### src/rtl/irq_capture.sv
// Request capture front-end for the 8-to-3 priority encoder: edge-latched pending bits,
// frozen masked snapshot on d0..d7, valid/ack service. Optional macro: IRQ_CAPTURE_SYNC_EN.
module irq_capture #(
    parameter int unsigned HOLDOFF = 2
) (
    input  logic       clk,
    input  logic       rst_n,
    input  logic [7:0] req_in,
    input  logic [7:0] mask,
    input  logic       ack,
    input  logic [2:0] ack_idx,
    input  logic       overrun_clr,
    output logic       d0,
    output logic       d1,
    output logic       d2,
    output logic       d3,
    output logic       d4,
    output logic       d5,
    output logic       d6,
    output logic       d7,
    output logic       valid,
    output logic [7:0] pending,
    output logic [7:0] overrun
);

    localparam int unsigned CNT_W = (HOLDOFF > 0) ? $clog2(HOLDOFF + 1) : 1;
    localparam logic [CNT_W-1:0] CNT_LOAD = (HOLDOFF > 0) ? CNT_W'(HOLDOFF - 1) : '0;

    localparam logic [1:0] ST_IDLE    = 2'd0;
    localparam logic [1:0] ST_PRESENT = 2'd1;
    localparam logic [1:0] ST_HOLDOFF = 2'd2;

    logic [7:0]       req_s;
    logic [7:0]       req_q;
    logic [7:0]       rise;
    logic [7:0]       pending_q, pending_d;
    logic [7:0]       overrun_q, overrun_d;
    logic [7:0]       snapshot_q, snapshot_d;
    logic [7:0]       clr_vec;
    logic [7:0]       ovr_evt;
    logic [1:0]       state_q, state_d;
    logic [CNT_W-1:0] cnt_q, cnt_d;
    logic             accept;

`ifdef IRQ_CAPTURE_SYNC_EN
    logic [7:0] sync1_q, sync2_q;

    always_ff @(posedge clk or negedge rst_n) begin
        if (!rst_n) begin
            sync1_q <= 8'h00;
            sync2_q <= 8'h00;
        end else begin
            sync1_q <= req_in;
            sync2_q <= sync1_q;
        end
    end

    assign req_s = sync2_q;
`else
    assign req_s = req_in;
`endif

    assign rise = req_s & ~req_q;

    // An ack only counts when it names a bit that is actually in the live snapshot.
    assign accept  = (state_q == ST_PRESENT) && ack && snapshot_q[ack_idx];
    assign clr_vec = accept ? (8'h01 << ack_idx) : 8'h00;

    // A fresh edge on a bit being cleared re-arms it without counting as an overrun.
    always_comb begin
        pending_d = (pending_q & ~clr_vec) | rise;
        ovr_evt   = rise & pending_q & ~clr_vec;
        overrun_d = (overrun_clr ? 8'h00 : overrun_q) | ovr_evt;
    end

    always_comb begin
        state_d    = state_q;
        snapshot_d = snapshot_q;
        cnt_d      = cnt_q;
        case (state_q)
            ST_IDLE: begin
                if (|(pending_q & mask)) begin
                    snapshot_d = pending_q & mask;
                    state_d    = ST_PRESENT;
                end
            end
            ST_PRESENT: begin
                if (accept) begin
                    snapshot_d = 8'h00;
                    if (HOLDOFF == 0) begin
                        state_d = ST_IDLE;
                    end else begin
                        state_d = ST_HOLDOFF;
                        cnt_d   = CNT_LOAD;
                    end
                end
            end
            ST_HOLDOFF: begin
                if (cnt_q == '0) begin
                    state_d = ST_IDLE;
                end else begin
                    cnt_d = cnt_q - 1'b1;
                end
            end
            default: begin
                state_d    = ST_IDLE;
                snapshot_d = 8'h00;
                cnt_d      = '0;
            end
        endcase
    end

    always_ff @(posedge clk or negedge rst_n) begin
        if (!rst_n) begin
            req_q      <= 8'h00;
            pending_q  <= 8'h00;
            overrun_q  <= 8'h00;
            snapshot_q <= 8'h00;
            state_q    <= ST_IDLE;
            cnt_q      <= '0;
        end else begin
            req_q      <= req_s;
            pending_q  <= pending_d;
            overrun_q  <= overrun_d;
            snapshot_q <= snapshot_d;
            state_q    <= state_d;
            cnt_q      <= cnt_d;
        end
    end

    assign valid   = (state_q == ST_PRESENT);
    assign pending = pending_q;
    assign overrun = overrun_q;

    assign d0 = snapshot_q[0];
    assign d1 = snapshot_q[1];
    assign d2 = snapshot_q[2];
    assign d3 = snapshot_q[3];
    assign d4 = snapshot_q[4];
    assign d5 = snapshot_q[5];
    assign d6 = snapshot_q[6];
    assign d7 = snapshot_q[7];

endmodule

### config.mk
export PLATFORM = sky130hd
export DESIGN_NAME = irq_capture
export DESIGN_NICKNAME = d
export VERILOG_FILES = /design/src/rtl/irq_capture.sv
export SDC_FILE = /design/constraint.sdc
export NUM_CORES = 1
export LEC_CHECK = 0
export BUFFER_PORTS_ARGS = -buffer_cell sky130_fd_sc_hd__clkbuf_2
export CORE_AREA = 2 2 58 60
export CTS_BUF_LIST = sky130_fd_sc_hd__clkbuf_4
export DETAILED_ROUTE_END_ITERATION = 7
export DIE_AREA = 0 0 60 62
export PLACE_DENSITY = 0.88
export REMOVE_ABC_BUFFERS = 1
export SLEW_MARGIN = 30
export SYNTH_ARGS = -nofsm -noshare
export SYNTH_HDL_FRONTEND = slang
export SYNTH_SLANG_ARGS = --single-unit
### constraint.sdc
create_clock -name clk -period 3.34 [get_ports clk]
set_input_delay 0.668 -clock clk [delete_from_list [all_inputs] [get_ports clk]]
set_output_delay 0.668 -clock clk [all_outputs]
set_load 0.005 [all_outputs]
== Word level (Yosys, flattened, before mapping) ==
Cells that the tools add are included.

* Output and inout bits: 25
* Register bits: 36
* Input bits: 23
* Word-level logic and storage cells: 48

* Equal/unequal tests: 6
* Add/subtract/negate cells: 1
* Reduce and logical (&&, ||, !) cells: 8
* Shift operators: 1
* Bitwise logic cells: 11
* Muxes and demuxes: 14
* $lt $le $gt $ge: 1

{| class="wikitable"
|+ Operators by type and width
! cell !! number
|-
| bitwise AND 8 bit || 5
|-
| 2-to-1 mux 8 bit || 4
|-
| one-hot mux 8 bit (3 select lines) || 1
|-
| NOT 8 bit || 2
|-
| OR 8 bit || 2
|-
| one-hot mux 2 bit (3 select lines) || 2
|-
| 2-to-1 mux 2 bit || 5
|-
| AND reduction 3 bit || 3
|-
| OR reduction 8 bit || 1
|-
| left shift 1 x 3 -> 8 bit, first input constant || 1
|-
| inequality test 2 bit, second input constant || 3
|-
| zero test 2 bit || 2
|-
| less-than comparator 3 x 4 -> 1 bit, second input constant || 1
|-
| binary-select mux 1 bit (select 3 bit) || 1
|-
| equality test 2 x 1 -> 1 bit, second input constant || 1
|-
| equality test 2 bit, second input constant || 1
|-
| logical AND 1 bit || 2
|-
| inequality test 2 x 1 -> 1 bit, second input constant || 1
|-
| NOT 1 bit || 2
|-
| subtractor 2 x 1 -> 2 bit, second input constant || 1
|-
| 2-to-1 mux 1 bit || 1
|}

== Logic depth before layout (Yosys ltp) ==
Gate-level depths: netlist (run 1).

* Depth in word-level cells: 7
* Mapped depth: 8
* Mapped depth without buffers: 7

== Worst setup path before layout (run 1) ==
No wires, ideal clock.

* Path kind: input port to flip-flop
* Start: input port ack_idx[1]
* End: register snapshot_q[0]
* Setup time: 125 ps
* Slack: 950 ps
* Stages: 6
* Buffers on the path: 1
* Required time: 3,215 ps
* Data arrival time: 2,266 ps
* Path through: buf_6 > mux2i_1 > mux4_2 > nand2b_4 > a211oi_4 > mux2_2

* Cells in the longest elaborated chain, start to end: 5

{| class="wikitable"
|+ Ends and longest elaborated chain
! element !! line !! RTL
|-
| start, declared || 11 || <nowiki>input logic [2:0] ack_idx,</nowiki>
|-
| binary-select mux 1 bit (select 3 bit) || 66 || <nowiki>assign accept = (state_q == ST_PRESENT) && ack && snapshot_q[ack_idx];</nowiki>
|-
| 2-to-1 mux 1 bit (implied by the code) || 66 ||
|-
| logical AND 1 bit || 66 ||
|-
| inequality test 2 x 1 -> 1 bit (no source line) || - ||
|-
| AND reduction 3 bit (no source line) || - ||
|-
| end signal, assigned || 125 || <nowiki>snapshot_q <= snapshot_d;</nowiki>
|-
| end, declared || 38 || <nowiki>logic [7:0] snapshot_q, snapshot_d;</nowiki>
|}

No other way between the ends. The select of a mux whose other input is x is not followed.
A chain may end at the register's enable or synchronous reset.

== Final worst setup path (run 1) ==
* Start: input port ack_idx[1]
* End: register snapshot_q[3]

Same word-level chain as after synthesis.

==> results of run 1 <==
## registers in the layout, indices dropped and copies added (netlist names)
name,count
cnt_q,2
overrun,8
pending,8
req_q,8
snapshot_q,8
state_q,2
## layout make-up
cell class                      instances  area share
Clock inverter                          2    0.003831
Multi-Input combinational cell         91      0.3410
Tap cell                               46     0.02937
Inverter                               14     0.02682
Timing Repair Buffer                   47      0.1201
Sequential cell                        36      0.4598
Clock buffer                            5     0.01916
## through the flow
step                      area (um^2)  setup slack [ns]  std cells    util   power, W
final                            1959             1.021        241  0.6163   0.001237
after global routing             1959            0.9497        241  0.6163   0.001322
after CTS                        1959             1.036        241  0.6163   0.001253
after detailed placement         1914            0.6538        234  0.6021   0.001041
after global placement           1914            0.7162        234  0.6021   0.001023
after floorplan                  1622             1.069        141       -  0.0008817
## per-layer routing
metal	vias to the layer above	GRT usage	wire [um]
met3	5	0.06418	172
met5	-	0	0
met1	608	0.2562	1541
li1	605	-	-
met2	30	0.3261	1659
met4	0	0.06667	37
## critical path: cells and delay by family
family                 cells  cell delay, ns
AOI/OAI and AO/OA          1            0.48
buffers and inverters      1            0.19
muxes                      3            1.03
and+or+nand+nor            1            0.18
## power by group through the flow
stage          clock, W  sequential, W  combinational, W
2_1_floorplan         0       0.000570          0.000312
3_3_place_gp          0       0.000577          0.000446
3_5_place_dp          0       0.000578          0.000463
4_1_cts        0.000220       0.000569          0.000465
5_1_grt        0.000235       0.000579          0.000508
6_report       0.000210       0.000568          0.000458
## worst paths after layout
| check | from | endpoint | slack (ns) | cells past startpoint |
|---|---|---|---|---|
| setup / recovery | ack_idx[1] | snapshot_q[3] | 1.02 | 6 |
| hold / removal | rst_n | snapshot_q[2] | 0.39 | 1 |
| setup reg to reg | snapshot_q[7] | snapshot_q[3] | 1.20 | 5 |
| hold reg to reg | cnt_q[1] | cnt_q[1] | 0.52 | 1 |
| max in group asynchronous | rst_n | overrun[1] | 2.45 | 1 |
| min in group clk | req_in[6] | req_q[6] | 0.44 | 1 |
## cell families after synthesis
| logic type | count (synthesis) | synth area share |
|---|---|---|
| compound gates | 20 | 0.09536 |
| simple gates | 52 | 0.1747 |
| buf+inv | 17 | 0.04348 |
| mux | 15 | 0.1068 |
| flops | 36 | 0.5492 |
| fa+ha+maj | 4 | 0.03051 |
## cells in the final DEF, fill, tap and decap left out, drive strengths merged
cell type,synthesis,routed
nor2,2,2
a211oi,2,2
and3,9,9
a221oi,1,1
and4,1,1
mux2,10,10
nor4,2,2
o22ai,6,6
nand3,1,1
a222oi,1,1
o32a,1,1
mux2i,4,4
nand2b,9,9
nand4b,2,2
o311ai,1,1
nand2,20,20
ha,4,4
a21oi,2,2
o21ai,2,2
inv,14,14
nor2b,3,3
mux4,1,1
dfrtp,36,36
a41oi,2,2
a22o,1,1
clkinv,0,2
nor4b,1,1
a21o,1,1
or2,2,2
clkbuf,2,51
buf,1,1
==> results.md, run 1 <==
* Final nets at 222
* Global-route wire length before repair at 5.340 mm
* Synth Cell Area at 1640 um^2
* Post-CTS setup-driven buffer insertion count at 0
* Switching power summed over all nets at 0.0004176 W
* Number of optimization iterations in the first detailed-route pass at 6
* Outcome: finished, final reports clean
* Share of the cycle needed by the critical path after routing at 0.6944
* Share of total power in combinational logic at 0.371
* Core area at ~3200 um^2
* Number of synthesized flops with an enable pin at 0
* Num CTS Buffers at 5
* Clock Tree Buf Depth at 2
* Pwr Density at 631.1 nW/um^2
* Layout Area Growth over Synthesis at 19.45%
* Biggest cell delay along the critical path at 0.48 ns
* Slew Limit Fails at 0
* Cell type with the largest total area after synthesis: sky130_fd_sc_hd__dfrtp_1
* Number of clock sinks at 36
* Ys Warns at 0
* Antenna Cells at 0
* Cell Rows at 21
* Fraction of final layout cells with drive strength greater than 1 at 0.3436
* Final setup violation count at 0
* Final count of hold timing violations at 0
* Setup TNS after final layout at 0 ns
* Endpoint kind of the worst setup timing path: flip-flop
* Placer congestion estimate at 0.8437
* Effective utilization at floorplan at 0.5159
* Number of DRC markers in iteration 0 at 34
* Die height at about 62 um
* Max Clock Skew at 0.004544 ns
* Part of the Yosys area used for sequential elements at 0.5492
* Biggest fanout along the worst timing path at 12
* Internal power at 0.0008189 W
* Worst path required time at between 3 and 4 ns
* Kind of path behind the tightest hold check: primary input to async pin
* Portion of synthesized cell area occupied by the leading cell type at 0.5492
* Setup repair after global routing missed its margin: no
* Final routed wirelength across all metal layers at ~3.4 mm
* Latest clock arrival within the worst-skew pair at 0.34 ns
* Clock transition at the registers of the reported paths at 0.10 ns
* Top post-synthesis cells by area: sky130_fd_sc_hd__dfrtp_1, sky130_fd_sc_hd__mux2_2, sky130_fd_sc_hd__nand2_1, sky130_fd_sc_hd__and3_1, sky130_fd_sc_hd__inv_1
* Leading cell types by count after synthesis: sky130_fd_sc_hd__dfrtp_1, sky130_fd_sc_hd__nand2_1, sky130_fd_sc_hd__inv_1, sky130_fd_sc_hd__mux2_2, sky130_fd_sc_hd__and3_1
* Number of levels the H-tree was split into at 2
* Hold slack at 0.3911 ns
* Total of hold buffers inserted after clock tree synthesis at 0
* Relative slew slack at 0.4842
* Worst EP arrival at 2.56 ns
* Switching power share of the total at 0.3377
* Mean instance size in the synthesized netlist at between 10 and 15 um^2
* Synthesized instance count at 144
* Post-DR wirelength/cell at 14.15 um
* Register bit total from synthesis at 36
* Total of fill cells in the finished design at 269
* Part of the power in registers at 0.460
* Share of synthesized registers carrying an async set or reset at 1.000
* Main synth FF type: sky130_fd_sc_hd__dfrtp_1
* Clock share of power at 0.170
* Fmax achieved at 431.1 MHz
* Die extent in x at 60 um
* Max Cap Violations at 0
* FF/Latch Area at 900.9 um^2
* Buffer cell driving the clock tree root: sky130_fd_sc_hd__clkbuf_4
* Vias at between 1000 and 1500
* Most used standard cell by instance count after synthesis: sky130_fd_sc_hd__dfrtp_1
* Worst Max-Slew Pin Slew at just under 0.8 ns
* Gr usage total at 0.2003
* CTS tree: yes
* Die Area at 3720 um^2
* Detailed-placement wirelength estimate at about 2.6 mm
* Post-route DRC violation count at 0
* Library cell contributing the largest single delay on the critical path: sky130_fd_sc_hd__a211oi_4
* Final critical path time including I/O delays and setup at 2.319 ns
* Aggregate global routing overflow at 0
* Gates resized, CTS repair at 0
* Number of top-level pins at between 40 and 50
* Critical Path Start Type: primary input
* Via count of the first global-routing pass at ~1200
* Worst-case vdd ir drop at between 0.3 and 0.4 mV
* Unique masters post-synth at 32
* Initial antenna violation count at 0
* Drt via density at slightly above 5
* Maximum number of pins on one net before global-route repair at 37
* Final ANT Viol Nets at 0
* Multi-input gate area at 668.1 um^2
* Chain of cells forming the critical path: clkbuf_2 -> mux2i_1 -> mux4_2 -> nand2b_4 -> a211oi_4 -> mux2_2
* Critical setup path kind: primary input to flip-flop
* Leakage power summed over all cells at 1.005 nW
* Count of input and output buffers at 47
No activity file was read; power rests on OpenSTA's default activity.
==> run 2, diff against run 1 <==
CORE_AREA = 2 2 62 64   (was 2 2 58 60)
DIE_AREA = 0 0 64 66   (was 0 0 60 62)
PLACE_DENSITY = 0.82   (was 0.88)
clock period = 1.9 ns   (was 3.34 ns; I/O delays follow)
==> results.md, run 2 (synthesized netlist as in run 1, its figures left out) <==
* Outcome: finished, violations left (was finished, final reports clean)
* Failing checks: negative setup slack
* Buffer cell driving the clock tree root: sky130_fd_sc_hd__clkbuf_4 (unchanged)
* Biggest fanout along the worst timing path at 8 (was 12)
* Worst path required time at 2.14 ns (was 3.58 ns)
* Top library cells by usage in the layout, fill and taps aside: sky130_fd_sc_hd__clkbuf_2, sky130_fd_sc_hd__dfrtp_1, sky130_fd_sc_hd__nand2_1 (unchanged)
* Share of the cycle needed by the critical path after routing at 1.024
* Post-route DRC violation count at 0 (unchanged)
* Total of fill cells in the finished design at 298 (was 269)
* CTS tree: yes (unchanged)
* Endpoint kind of the worst setup timing path: flip-flop (unchanged)
* Number of levels the H-tree was split into at 2 (unchanged)
* Max Cap Violations at 0 (unchanged)
* Number of DRC markers in iteration 0 at 50 (was 34)
* Number of clock sinks at 36 (unchanged)
* Core area at 3551 um^2 (was 3179 um^2)
* Gr usage total at 0.2094 (was 0.2003)
* Post-CTS setup-driven buffer insertion count at 0 (unchanged)
* Final routed wirelength across all metal layers at 3.872 mm (was 3.410 mm)
* Library cell contributing the largest single delay on the critical path: sky130_fd_sc_hd__mux4_2 (was sky130_fd_sc_hd__a211oi_4)
* Die Area at 4224 um^2 (was 3720 um^2)
* Drt via density at 5.180 (was 5.178)
* Placement Cell Area at 2100 um^2 (was 1914 um^2)
* Layout Area Growth over Synthesis at 36.00% (was 19.45%)
* Vias at 1378 (was 1248)
* Clock transition at the registers of the reported paths at 0.11 ns (was 0.10 ns)
* Kind of path behind the tightest hold check: primary input to flip-flop (was primary input to async pin)
* Most common cell after layout, fill and taps aside: sky130_fd_sc_hd__clkbuf_2 (unchanged)
* Final critical path time including I/O delays and setup at between 1.5 and 2 ns
* Leakage power summed over all cells at 1.165 nW (was 1.005 nW)
* Number of standard cells in the final layout excluding fillers at 266 (was 241)
* Via count of the first global-routing pass at 1407 (was 1175)
* Die height at 66 um (was 62 um)
* Max Clock Skew at 0.008385 ns (was 0.004544 ns)
* Clock Tree Buf Depth at 2 (unchanged)
* Fmax achieved at 514.1 MHz
* Number of top-level pins at 48 (unchanged)
* Final ANT Viol Nets at 0 (unchanged)
* Placer congestion estimate at 0.8993 (was 0.8437)
* Setup repair after global routing missed its margin: yes (was no)
* Fin worst setup slack at -0.04502 ns (was 1.021 ns)
* Effective utilization at floorplan at 0.4619 (was 0.5159)
* Critical Path Start Type: flip-flop (was primary input)
* Slew Limit Fails at 0 (unchanged)
* Num CTS Buffers at 5 (unchanged)
* Cell Rows at 22 (was 21)
* Fraction of final layout cells with drive strength greater than 1 at 0.4312 (was 0.3436)
* Setup TNS after final layout at -0.3040 ns (was 0 ns)
* Final setup violation count at 9 (was 0)
* Worst Max-Slew Pin Slew at 0.4620 ns (was 0.7736 ns)
* Post-DR wirelength/cell at 14.56 um (was 14.15 um)
* Final non-filler cell area at 2231 um^2 (was 1959 um^2)
* Worst EP arrival at 2.18 ns (was 2.56 ns)
* Number of optimization iterations in the first detailed-route pass at 4 (was 6)
* Dpl cells at 257 (was 234)
* Detailed-placement wirelength estimate at 2.976 mm (was 2.604 mm)
* Global-route wire length before repair at 6.499 mm (was 5.340 mm)
* Final count of hold timing violations at 0 (unchanged)
* Initial antenna violation count at 0 (unchanged)
* Relative slew slack at 0.6920 (was 0.4842)
* Biggest cell delay along the critical path at 0.46 ns (was 0.48 ns)
* Chain of cells forming the critical path: mux2i_1 -> mux4_2 -> nand2b_4 -> a211oi_4 -> buf_12 -> mux2_4 (was clkbuf_2 -> mux2i_1 -> mux4_2 -> nand2b_4 -> a211oi_4 -> mux2_2)
* Count of input and output buffers at 47 (unchanged)
* Critical setup path kind: flip-flop to flip-flop (was primary input to flip-flop)
* Hold slack at 0.1393 ns (was 0.3911 ns)
* Antenna Cells at 0 (unchanged)
* Latest clock arrival within the worst-skew pair at 0.35 ns (was 0.34 ns)
* Aggregate global routing overflow at 0 (unchanged)
* Die extent in x at 64 um (was 60 um)
* Pwr Density at 1205 nW/um^2 (was 631.1 nW/um^2)
* Worst slack at placement at -0.3526 ns (was 0.6538 ns)
* Maximum number of pins on one net before global-route repair at 21 (was 37)
* Worst-case vdd ir drop at 0.5899 mV (was 0.3528 mV)
* Final nets at 244 (was 222)
## run 2: timing repair
action                                 CTS  global route
setup endpoints to repair                9            10
pin swaps                                1             1
gates cloned                             0             0
endpoints found under the hold margin   16             0
hold buffers                             1             0
gates resized for setup                  8             3
## run 2: through the flow
stage | total power (W) | util
2_1_floorplan | 0.001550 | -
3_3_place_gp | 0.002010 | 0.5913
3_5_place_dp | 0.002045 | 0.5913
4_1_cts | 0.002690 | 0.6251
5_1_grt | 0.002862 | 0.6283
6_report | 0.002688 | 0.6283
## run 2: where the power goes
| part | switching, W | total [W] | internal [W] |
|---|---|---|---|
| Combinational | 0.000505 | 0.00116 | 0.000653 |
| Sequential | 0.0000861 | 0.000984 | 0.000898 |
| Clock | 0.000255 | 0.000545 | 0.000290 |
| Total | 0.000847 | 0.00269 | 0.00184 |
## run 2: critical path, delay by kind of cell (launching register included)
| kind | cells | cell delay, ns |
|---|---|---|
| AO/OA/AOI/OAI | 1 | 0.24 |
| AND/OR/NAND/NOR | 1 | 0.17 |
| flip-flops | 1 | 0.39 |
| multiplexers | 3 | 0.85 |
| buffers and inverters | 1 | 0.17 |
## run 2: layer usage
layer	share of wire	track usage	wire length (um)
met1	0.44	0.2508	1695
met2	0.49	0.3490	1898
met3	0.046	0.06133	179
met4	0.025	0.09511	97
met5	0	0	0
## run 2: path summary, 6_finish.rpt
kind                          startpoint            end  slack, ns  cells past startpoint
min                            req_in[6]       req_q[6]       0.14                      1
min in group asynchronous          rst_n     overrun[1]       0.49                      2
min reg2reg                     req_q[2]     pending[2]       0.51                      2
max reg2reg                snapshot_q[6]  snapshot_q[2]      -0.05                      6
max in group asynchronous          rst_n       req_q[7]       0.94                      3
max                        snapshot_q[6]  snapshot_q[2]      -0.05                      6
## run 2: layout make-up
class | instances | area [um^2] | share of cell area
Timing Repair Buffer | 69 | 427.9 | 0.1918
Multi-Input combinational cell | 91 | 709.4 | 0.3180
Sequential cell | 36 | 900.9 | 0.4038
Clock inverter | 2 | 35.03 | 0.01570
Tap cell | 48 | 60.06 | 0.02692
Inverter | 14 | 52.55 | 0.02356
Clock buffer | 6 | 45.04 | 0.02019
